File: src/rtl/mdu_dispatch.sv
// mdu_dispatch: execute-side initiator and result collector for the RV32M MDU.
// Define MDU_FAST_PATH_EN to resolve trivial divide/multiply cases without the MDU.
module mdu_dispatch #(
    parameter int TIMEOUT_CYCLES = 64,
    parameter int RD_W           = 5
) (
    input  logic            clk,
    input  logic            reset,
    input  logic            req_valid,
    input  logic [2:0]      req_funct3,
    input  logic [31:0]     req_rs1,
    input  logic [31:0]     req_rs2,
    input  logic [RD_W-1:0] req_rd,
    input  logic            flush,
    output logic            stall,
    output logic            rsp_valid,
    output logic [31:0]     rsp_data,
    output logic [RD_W-1:0] rsp_rd,
    output logic            mdu_timeout,
    output logic            mdu_start,
    output logic [2:0]      mdu_operation,
    output logic [31:0]     mdu_x,
    output logic [31:0]     mdu_y,
    input  logic            mdu_done,
    input  logic [31:0]     mdu_result
);

    localparam int CNT_W = $clog2(TIMEOUT_CYCLES) + 1;

    typedef enum logic [2:0] {
        S_IDLE,
        S_ISSUE,
        S_WAIT,
        S_DRAIN,
        S_RESP
    } state_e;

    state_e           state_q, state_d;
    logic [CNT_W-1:0] cnt_q, cnt_d;
    logic [2:0]       op_q, op_d;
    logic [31:0]      x_q, x_d;
    logic [31:0]      y_q, y_d;
    logic [RD_W-1:0]  rd_q, rd_d;
    logic [31:0]      rsp_data_q, rsp_data_d;
    logic [RD_W-1:0]  rsp_rd_q, rsp_rd_d;
    logic             timeout_q, timeout_d;
    logic             cnt_exp;
    logic             fast_hit;
    logic [31:0]      fast_res;

    // >= so a flush landing on the last WAIT cycle still expires in DRAIN
    assign cnt_exp = (cnt_q >= CNT_W'(TIMEOUT_CYCLES - 1));

`ifdef MDU_FAST_PATH_EN
    logic is_mul;
    logic is_rem;
    logic is_sgn;
    logic ovf;

    always_comb begin
        is_mul   = ~req_funct3[2];
        is_rem   = req_funct3[1];
        is_sgn   = ~req_funct3[0];
        ovf      = (req_rs1 == 32'h8000_0000) && (req_rs2 == 32'hFFFF_FFFF);
        fast_hit = 1'b0;
        fast_res = '0;
        if (is_mul) begin
            fast_hit = (req_rs1 == '0) || (req_rs2 == '0);
        end else if (req_rs2 == '0) begin
            fast_hit = 1'b1;
            fast_res = is_rem ? req_rs1 : 32'hFFFF_FFFF;
        end else if (is_sgn && ovf) begin
            fast_hit = 1'b1;
            fast_res = is_rem ? 32'h0 : 32'h8000_0000;
        end
    end
`else
    assign fast_hit = 1'b0;
    assign fast_res = '0;
`endif

    always_comb begin
        state_d    = state_q;
        cnt_d      = cnt_q;
        op_d       = op_q;
        x_d        = x_q;
        y_d        = y_q;
        rd_d       = rd_q;
        rsp_data_d = rsp_data_q;
        rsp_rd_d   = rsp_rd_q;
        timeout_d  = timeout_q;
        stall      = 1'b0;
        mdu_start  = 1'b0;
        rsp_valid  = 1'b0;
        unique case (state_q)
            S_IDLE: begin
                stall = req_valid;
                if (req_valid && !flush) begin
                    if (fast_hit) begin
                        rsp_data_d = fast_res;
                        rsp_rd_d   = req_rd;
                        state_d    = S_RESP;
                    end else begin
                        op_d    = req_funct3;
                        x_d     = req_rs1;
                        y_d     = req_rs2;
                        rd_d    = req_rd;
                        state_d = S_ISSUE;
                    end
                end
            end
            S_ISSUE: begin
                // operands are already committed, so start fires even on flush
                stall     = 1'b1;
                mdu_start = 1'b1;
                cnt_d     = '0;
                state_d   = flush ? S_DRAIN : S_WAIT;
            end
            S_WAIT: begin
                stall = 1'b1;
                cnt_d = cnt_q + CNT_W'(1);
                if (flush) begin
                    state_d = mdu_done ? S_IDLE : S_DRAIN;
                end else if (mdu_done) begin
                    rsp_data_d = mdu_result;
                    rsp_rd_d   = rd_q;
                    state_d    = S_RESP;
                end else if (cnt_exp) begin
                    timeout_d = 1'b1;
                    state_d   = S_IDLE;
                end
            end
            S_DRAIN: begin
                cnt_d = cnt_q + CNT_W'(1);
                if (mdu_done) begin
                    state_d = S_IDLE;
                end else if (cnt_exp) begin
                    timeout_d = 1'b1;
                    state_d   = S_IDLE;
                end
            end
            S_RESP: begin
                rsp_valid = 1'b1;
                state_d   = S_IDLE;
            end
            default: begin
                state_d = S_IDLE;
            end
        endcase
    end

    always_ff @(posedge clk) begin
        if (reset) begin
            state_q    <= S_IDLE;
            cnt_q      <= '0;
            op_q       <= '0;
            x_q        <= '0;
            y_q        <= '0;
            rd_q       <= '0;
            rsp_data_q <= '0;
            rsp_rd_q   <= '0;
            timeout_q  <= 1'b0;
        end else begin
            state_q    <= state_d;
            cnt_q      <= cnt_d;
            op_q       <= op_d;
            x_q        <= x_d;
            y_q        <= y_d;
            rd_q       <= rd_d;
            rsp_data_q <= rsp_data_d;
            rsp_rd_q   <= rsp_rd_d;
            timeout_q  <= timeout_d;
        end
    end

    assign rsp_data      = rsp_data_q;
    assign rsp_rd        = rsp_rd_q;
    assign mdu_timeout   = timeout_q;
    assign mdu_operation = op_q;
    assign mdu_x         = x_q;
    assign mdu_y         = y_q;

endmodule

File: config.mk
export PLATFORM = sky130hd
export DESIGN_NAME = mdu_dispatch
export DESIGN_NICKNAME = d
export VERILOG_FILES = /design/src/rtl/mdu_dispatch.sv
export SDC_FILE = /design/constraint.sdc
export NUM_CORES = 1
export LEC_CHECK = 0
export BUFFER_PORTS_ARGS = -buffer_cell sky130_fd_sc_hd__buf_2
export CAP_MARGIN = 20
export CORE_MARGIN = 2
export CORE_UTILIZATION = 47
export DETAILED_ROUTE_END_ITERATION = 10
export GPL_TIMING_DRIVEN = 0
export HOLD_SLACK_MARGIN = 0.03
export PLACE_DENSITY = 0.8
export SLEW_MARGIN = 25
export SYNTH_ARGS = -nofsm -noshare
export SYNTH_HDL_FRONTEND = slang
export SYNTH_SLANG_ARGS = --single-unit
File: constraint.sdc
create_clock -name clk -period 1.7 [get_ports clk]
set_input_delay 0 -clock clk [delete_from_list [all_inputs] [get_ports clk]]
set_output_delay 0 -clock clk [all_outputs]
set_load 0.02 [all_outputs]
* Yosys cells after proc, flatten, opt, wreduce, memory -nomap -nowiden *
Cells that the tools add are included.

storage, ports and cells
  register bits = 120
  output and inout port bits = 108
  bits of input ports = 109

cells by class
  muxes and demuxes = 16
  reduce and logical (&&, ||, !) cells = 10
  $lt $le $gt $ge = 1
  add/subtract/negate cells = 1
  eq/ne operators = 6
  bitwise operators = 1

operators with widths
  operator                                                                              number
  3-bit 2-to-1 mux                                                                      5
  7-bit case mux with 2 select lines                                                    1
  3-bit case mux with 4 select lines                                                    1
  7-bit by 1-bit adder with 7-bit output (second input constant)                        1
  7-bit by 6-bit greater-or-equal comparator with 1-bit output (second input constant)  1
  3-bit by 2-bit == test with 1-bit output (second input constant)                      2
  1-bit 2-to-1 mux                                                                      6
  2-bit inequality test (second input constant)                                         2
  1-bit case mux with 2 select lines                                                    2
  2-bit AND reduction                                                                   2
  2-bit nonzero test                                                                    2
  2-bit OR reduction                                                                    2
  3-bit by 1-bit == test with 1-bit output (second input constant)                      1
  3-bit == test (second input constant)                                                 1
  3-bit logical NOT                                                                     1
  3-bit AND reduction                                                                   1
  2-bit 2-to-1 mux                                                                      1
  1-bit logical AND                                                                     1
  1-bit logical NOT                                                                     1
  1-bit NOT                                                                             1

* Depth between registers and ports, before layout *
Gate-level depths: netlist of the first run.

  depth after elaboration = 5
  mapped depth = 7

* Worst setup path after synthesis of the first run *
Ideal clock, no wire load.

  path type = register to register
  start = register state_q[0]
  end = register op_q[0] (netlist: mdu_operation[0])
  stages on the path, launching flop included = 6
  library setup time = 0.132 ns
  path slack = 0.259 ns
  clock period less this slack = 1.441 ns
  arrival = 1.308 ns
  cell sequence = dfxtp_1 > or4b_1 > buf_4 > buf_6 > o21ai_1 > a21oi_1

between the ends
  longest elaborated chain between the ends = 2

RTL lines
  what                           RTL line  RTL
  start, declared                38        state_e state_q, state_d;
  start signal, assigned         164       state_q <= state_d;
  3-bit logical NOT              95        unique case (state_q)
  2-bit AND reduction (no line)  --
  end signal, assigned           166       op_q <= op_d;
  end, declared                  40        logic [2:0] op_q, op_d;

Every way passes these cells.
A chain may end at the register's enable or synchronous reset.

* Worst setup path in the final report of the first run *
  start = register state_q[0]
  end = register y_q[30] (netlist: mdu_y[30])

between the ends
  longest elaborated chain between the ends = 2

RTL lines
  what                           RTL line  RTL
  3-bit logical NOT              95
  2-bit AND reduction (no line)  --
  end signal, assigned           168       y_q <= y_d;
  end, declared                  42        logic [31:0] y_q, y_d;

Every way passes these cells.

==> results.ini, run 1 <==
[clocking]
htree_levels = 4
clock_path_buffers = 2
cts_num_sinks = 120
cts_root_buf = clkbuf_8
cts_made_buffers = 17
cts.clk_slew.worst_paths_ns = 0.06
tritoncts = built
clk_latency_ns = 0.52

[cells_and_area]
finish.utilization = 0.774
drive_gt1_frac = 0.314
areaGrowthSynthToFinish_pct = 62.7
nets = 1031
antenna_cells = 0
stdcell_count = 1069

[global_routing]
grt_pass1_vias = 6220
antenna_found_initial = 0
grt_overflow = 0
grt_usage = 0.338
grt_pass1_wl_um = 30100
grt_max_degree = 17

[min_path]
hold_path_class = input port to flip-flop

[detailed_routing]
dr.pass1.iters = 5
wl_met3_um = 1450
dr.max_layer_used = met4
dr_wl_met2_um = 9740
wl_met1_um = 7070
totalWireLength_um = 19300
vias = 6209
drtIter0Drc = 494
postRouteAntennaNets = 0
drc_errors = 0
wl_per_cell_um = 18.1
drt-vias-per-instance = 5.81

[place]
gp_congestion = 0.871
dp_cells = 923
dp_slack_ns = -0.0136
io_buffers = 216
hpwl_um = 11000

[worst_setup_path]
crit_path_end = mdu_y[30]
rr_endpoint = mdu_y[30]
ff2ff_setup_slack_ns = 0.03
crit_type = flip-flop to flip-flop
cp.required_ns = 2.14
r2r_cells = 5
start_kind = flip-flop
worstPathArrival_ns = 2.11
crit_start = state_q[0]
worstReg2RegStart = state_q[0]
cp_max_fo = 10
end_kind = flip-flop

[synthesis]
ys_ff_latch = 120
yosys.cell_count.top_type = dfxtp_1
synth_ff_type = dfxtp_1
synth_area_leaders = dfxtp_1 (50%), a21oi_1 (12%), o21ai_1 (7.6%)
async_flop_share = 0
seq_area_frac_synth = 0.496
syn_nets = 681
yosysWarnings = 0
synth.distinct_cells = 38
synth_top_area_share = 0.496
syn_area_per_cell_um2 = 8.49
yosys.area.top_type = dfxtp_1
syn_inst = 571
netlist_area_um2 = 4850
synth-edff-count = 0
synth_commonest_cells = dfxtp_1 (120), a21oi_1 (115), o21ai_1 (74), nand3_1 (73)

[power]
p_int_mw = 5.63
seq_power_share = 0.397
p_sw_frac = 0.249
pwr_density_cell_nw_per_um2 = 950
total_power_mw = 7.49
clkPwrFrac = 0.463
power_frac_comb = 0.140
netSwitchingPower_mw = 1.87
p_leak_nw = 3.36
peakVddDrop_v = 0.000669

[timing]
hold_viol_final = 0
tightestPinTransition_ns = 0.708
finalSetupViolCount = 0
setup_slack_ns = 0.0267
fin_crit_sh = 0.984
maxSlewHeadroom = 0.528
min_period_ns = 1.67
fin_skew_ns = 0.0136
max_freq_ghz = 0.598
maxSlewViolCount = 0

[floorplan]
rows = 37
start_util = 0.476
die_h_um = 106
ios = 217
die_width_um = 106
design.core.area_um2 = 10200
die_area_um2 = 11100

[run]
drv_cap = 0

[outcome]
status = completed

## metal layers
metal | up-vias | global-route usage
li1 | 2783 | -
met1 | 2924 | 0.363
met2 | 395 | 0.598
met3 | 107 | 0.0934
met4 | 0 | 0.188
met5 | - | 0
## stage by stage
step | TNS, ns | area, um^2 | hold WS, ns
final | 0 | 7890 | 0.290
after global placement | 0 | 6100 | 0.253
after CTS | -0.0154 | 7830 | 0.275
after detailed placement | -0.0136 | 6100 | 0.261
after global routing | -0.533 | 7890 | 0.295
after floorplan | 0 | 4850 | 0.148
## worst max-delay path: stages, from the launching register on
cell and delay, ns:
dfxtp_2 0.34, nor4b_1 0.41, buf_4 0.27, buf_2 0.25, nand3_1 0.15, a21oi_1 0.18
## flip-flops by register name, indices dropped and copies added, names as in the netlist
signal / count
mdu_operation: 3
state_q: 3
rd_q: 5
rsp_data: 32
mdu_timeout: 1
mdu_x: 32
rsp_rd: 5
cnt_q: 7
mdu_y: 32
## area by class of cell
class                   count  area, um^2
plain buffers              64         369
clock buffers              23         477
clock inverters             8        95.1
fillers                   694        2300
inverters                   4        15.0
multi-input cells         382        2120
flip-flops and latches    120        2400
well taps                 136         170
repair buffers            332        2240
## cell usage in the layout, fill, tap and decap left out, drive strengths merged, types with 2 or more instances in the layout
cell type,count
a31oi,2
inv,4
o22ai,2
clkbuf,54
nand3,73
nand3b,37
buf,256
a21oi,115
nor3,5
clkinv,4
a21o,2
a211oi,4
nand2,2
or4,2
bufinv,2
nor2,5
o21ai,111
clkinvlp,2
nor4bb,2
dlygate4sd3,109
a41oi,2
dfxtp,120
nor2b,4
## logic make-up after synthesis
logic type,after synthesis,synth area share
compound gates,244,0.262
simple gates,137,0.168
flops,120,0.496
buf+inv,69,0.0725
fa+ha+maj,1,0.00258
## repair_timing
action | CTS | global route
cloned | 0 | 0
setup buffers | 5 | 2
pin swaps | 0 | 1
endpoints found under the setup margin | 10 | 91
gates resized for setup | 12 | 35
endpoints found under the hold margin | 107 | 0
hold buffers | 109 | 0
## worst min-delay path by stage
stage                     depth (start not counted)     startpoint               end  slack, ns
after floorplan                                   2  req_funct3[2]  mdu_operation[2]       0.15
after global placement                            3    req_rs2[23]         mdu_y[23]       0.25
after detailed placement                          3    req_rs1[14]         mdu_x[14]       0.26
after CTS                                         4    req_rs2[30]         mdu_y[30]       0.27
after global routing                              4     req_rs1[8]          mdu_x[8]       0.29
final                                             4  req_funct3[2]  mdu_operation[2]       0.29
## power groups by stage
stage	clock network, mW	registers [mW]	logic, mW
final	3.47	2.98	1.05
after global routing	3.63	2.98	1.11
after global placement	0	3.02	0.761
after CTS	3.46	2.97	0.985
after floorplan	0	3.13	0.349
after detailed placement	0	3.03	0.781
Note: power is estimated with default switching activity, not from simulation.
==> inputs of run 2 (changes only) <==
--- a/config.mk
+++ b/config.mk
@@ -13,6 +13,7 @@
 export GPL_TIMING_DRIVEN = 0
 export HOLD_SLACK_MARGIN = 0.03
 export PLACE_DENSITY = 0.8
+export RECOVER_POWER = 100
 export SLEW_MARGIN = 25
 export SYNTH_ARGS = -nofsm -noshare
 export SYNTH_HDL_FRONTEND = slang
==> results.ini, run 2 (synthesis gave the netlist of run 1 again) <==
[outcome]
status = completed

[cells_and_area]
antenna_cells = 0
mostFrequentLayoutCell = clkbuf_1
fillCellCount = 766
multi_input_area_um2 = 2120
nets = 1031
finish.utilization = 0.761
stdcell_count = 1069
drive_gt1_frac = 0.202
final_area_um2 = 7750
regArea_um2 = 2400
areaGrowthSynthToFinish_pct = 60.0
mostFrequentLayoutCells = clkbuf_1 (131), buf_2 (121), dfxtp_1 (118)

[detailed_routing]
vias = 6197
drt-vias-per-instance = 5.80
drtIter0Drc = 523
totalWireLength_um = 19400
wl_per_cell_um = 18.1
drc_errors = 0
dr.pass1.iters = 7
postRouteAntennaNets = 0

[floorplan]
design.core.area_um2 = 10200
die_h_um = 106
ios = 217
rows = 37
die_width_um = 106
die_area_um2 = 11100
start_util = 0.476

[worst_setup_path]
cp_max_fo = 10
crit_type = flip-flop to flip-flop
cp.required_ns = 2.13
worstPathArrival_ns = 2.11
start_kind = flip-flop
end_kind = flip-flop

[run]
drv_cap = 0

[global_routing]
grt_usage = 0.338
grt_pass1_vias = 6220
grt_overflow = 0
antenna_found_initial = 0
grt_max_degree = 17
grt_pass1_wl_um = 30100

[place]
hpwl_um = 11000
dp_cells = 923
gp_congestion = 0.871
placed_cell_area_um2 = 6100
io_buffers = 216

[timing]
hold_viol_final = 0
maxSlewHeadroom = 0.545
fin_skew_ns = 0.0114
fin_crit_sh = 0.992
maxSlewViolCount = 0
tightestPinTransition_ns = 0.683
min_period_ns = 1.69
finalSetupViolCount = 0
max_freq_ghz = 0.593

[power]
pwr_density_cell_nw_per_um2 = 965
peakVddDrop_v = 0.000667
p_sw_frac = 0.252
power_frac_comb = 0.137
p_int_mw = 5.60
seq_power_share = 0.398
p_leak_nw = 2.91
netSwitchingPower_mw = 1.88
clkPwrFrac = 0.465

[clocking]
htree_levels = 4
cts_num_sinks = 120
cts.clk_slew.worst_paths_ns = 0.06
clock_path_buffers = 2
tritoncts = built
clk_latency_ns = 0.52
cts_root_buf = clkbuf_8
cts_made_buffers = 17

[min_path]
hold_path_class = input port to flip-flop

==> run 2: cell count changes in the layout (fill, tap and decap cells not counted) <==
cell | before | now
buf_2 | 226 | 121
clkbuf_1 | 26 | 131
o21ai_0 | 33 | 34
o21ai_1 | 77 | 76
==> run 2: routing by layer <==
layer	share of wire	vias to the layer above	wire, um	track usage
met5	0	-	0	0
met4	0.052	0	1000	0.188
met3	0.074	103	1440	0.0934
met2	0.50	395	9760	0.598
met1	0.37	2911	7190	0.363
li1	-	2788	-	-
==> run 2: worst max-delay path: stages, from the launching register on <==
cell	delay, ns
dfxtp_2	0.35
nor4b_1	0.40
buf_4	0.27
buf_2	0.25
nand3_1	0.11
a21oi_1	0.20
==> run 2: worst paths after layout <==
| kind | startpoint | to | slack, ns | cells after the start |
|---|---|---|---|---|
| worst max-delay path | state_q[1] | mdu_y[27] | 0.01 | 5 |
| worst min-delay path | req_rs2[8] | mdu_y[8] | 0.30 | 4 |
| worst max register to register | state_q[1] | mdu_y[27] | 0.01 | 5 |
| worst min register to register | rsp_data[15] | rsp_data[15] | 0.47 | 2 |
==> run 2: final cells by class <==
type,count,share of cell area
inverters,4,0.00194
well taps,136,0.0219
multi-input cells,382,0.273
flip-flops and latches,120,0.310
clock inverters,8,0.0123
plain buffers,64,0.0476
clock buffers,23,0.0615
repair buffers,332,0.271
==> run 2: what timing repair did <==
action / CTS / global route
buffers inserted: 5 / 2
endpoints found under the hold margin: 107 / 0
gates resized for setup: 12 / 35
hold buffers: 109 / 0
pin swaps: 0 / 1
endpoints found under the setup margin: 10 / 91
==> run 2: stage by stage <==
stage | hold WS [ns] | setup WS, ns | TNS [ns] | power (mW)
after global routing | 0.295 | -0.0610 | -0.533 | 7.71
final | 0.298 | 0.0136 | 0 | 7.49
after detailed placement | 0.261 | -0.0136 | -0.0136 | 3.81
after global placement | 0.253 | 0.0153 | 0 | 3.78
after CTS | 0.275 | -0.0123 | -0.0154 | 7.41
after floorplan | 0.148 | 0.259 | 0 | 3.48
==> run 2: power groups by stage <==
stage | clock network [mW] | logic [mW] | registers [mW]
finish | 3.48 | 1.02 | 2.98
global route | 3.63 | 1.09 | 2.98
CTS | 3.46 | 0.985 | 2.97
detailed placement | 0 | 0.781 | 3.03
global placement | 0 | 0.761 | 3.02
floorplan | 0 | 0.349 | 3.13
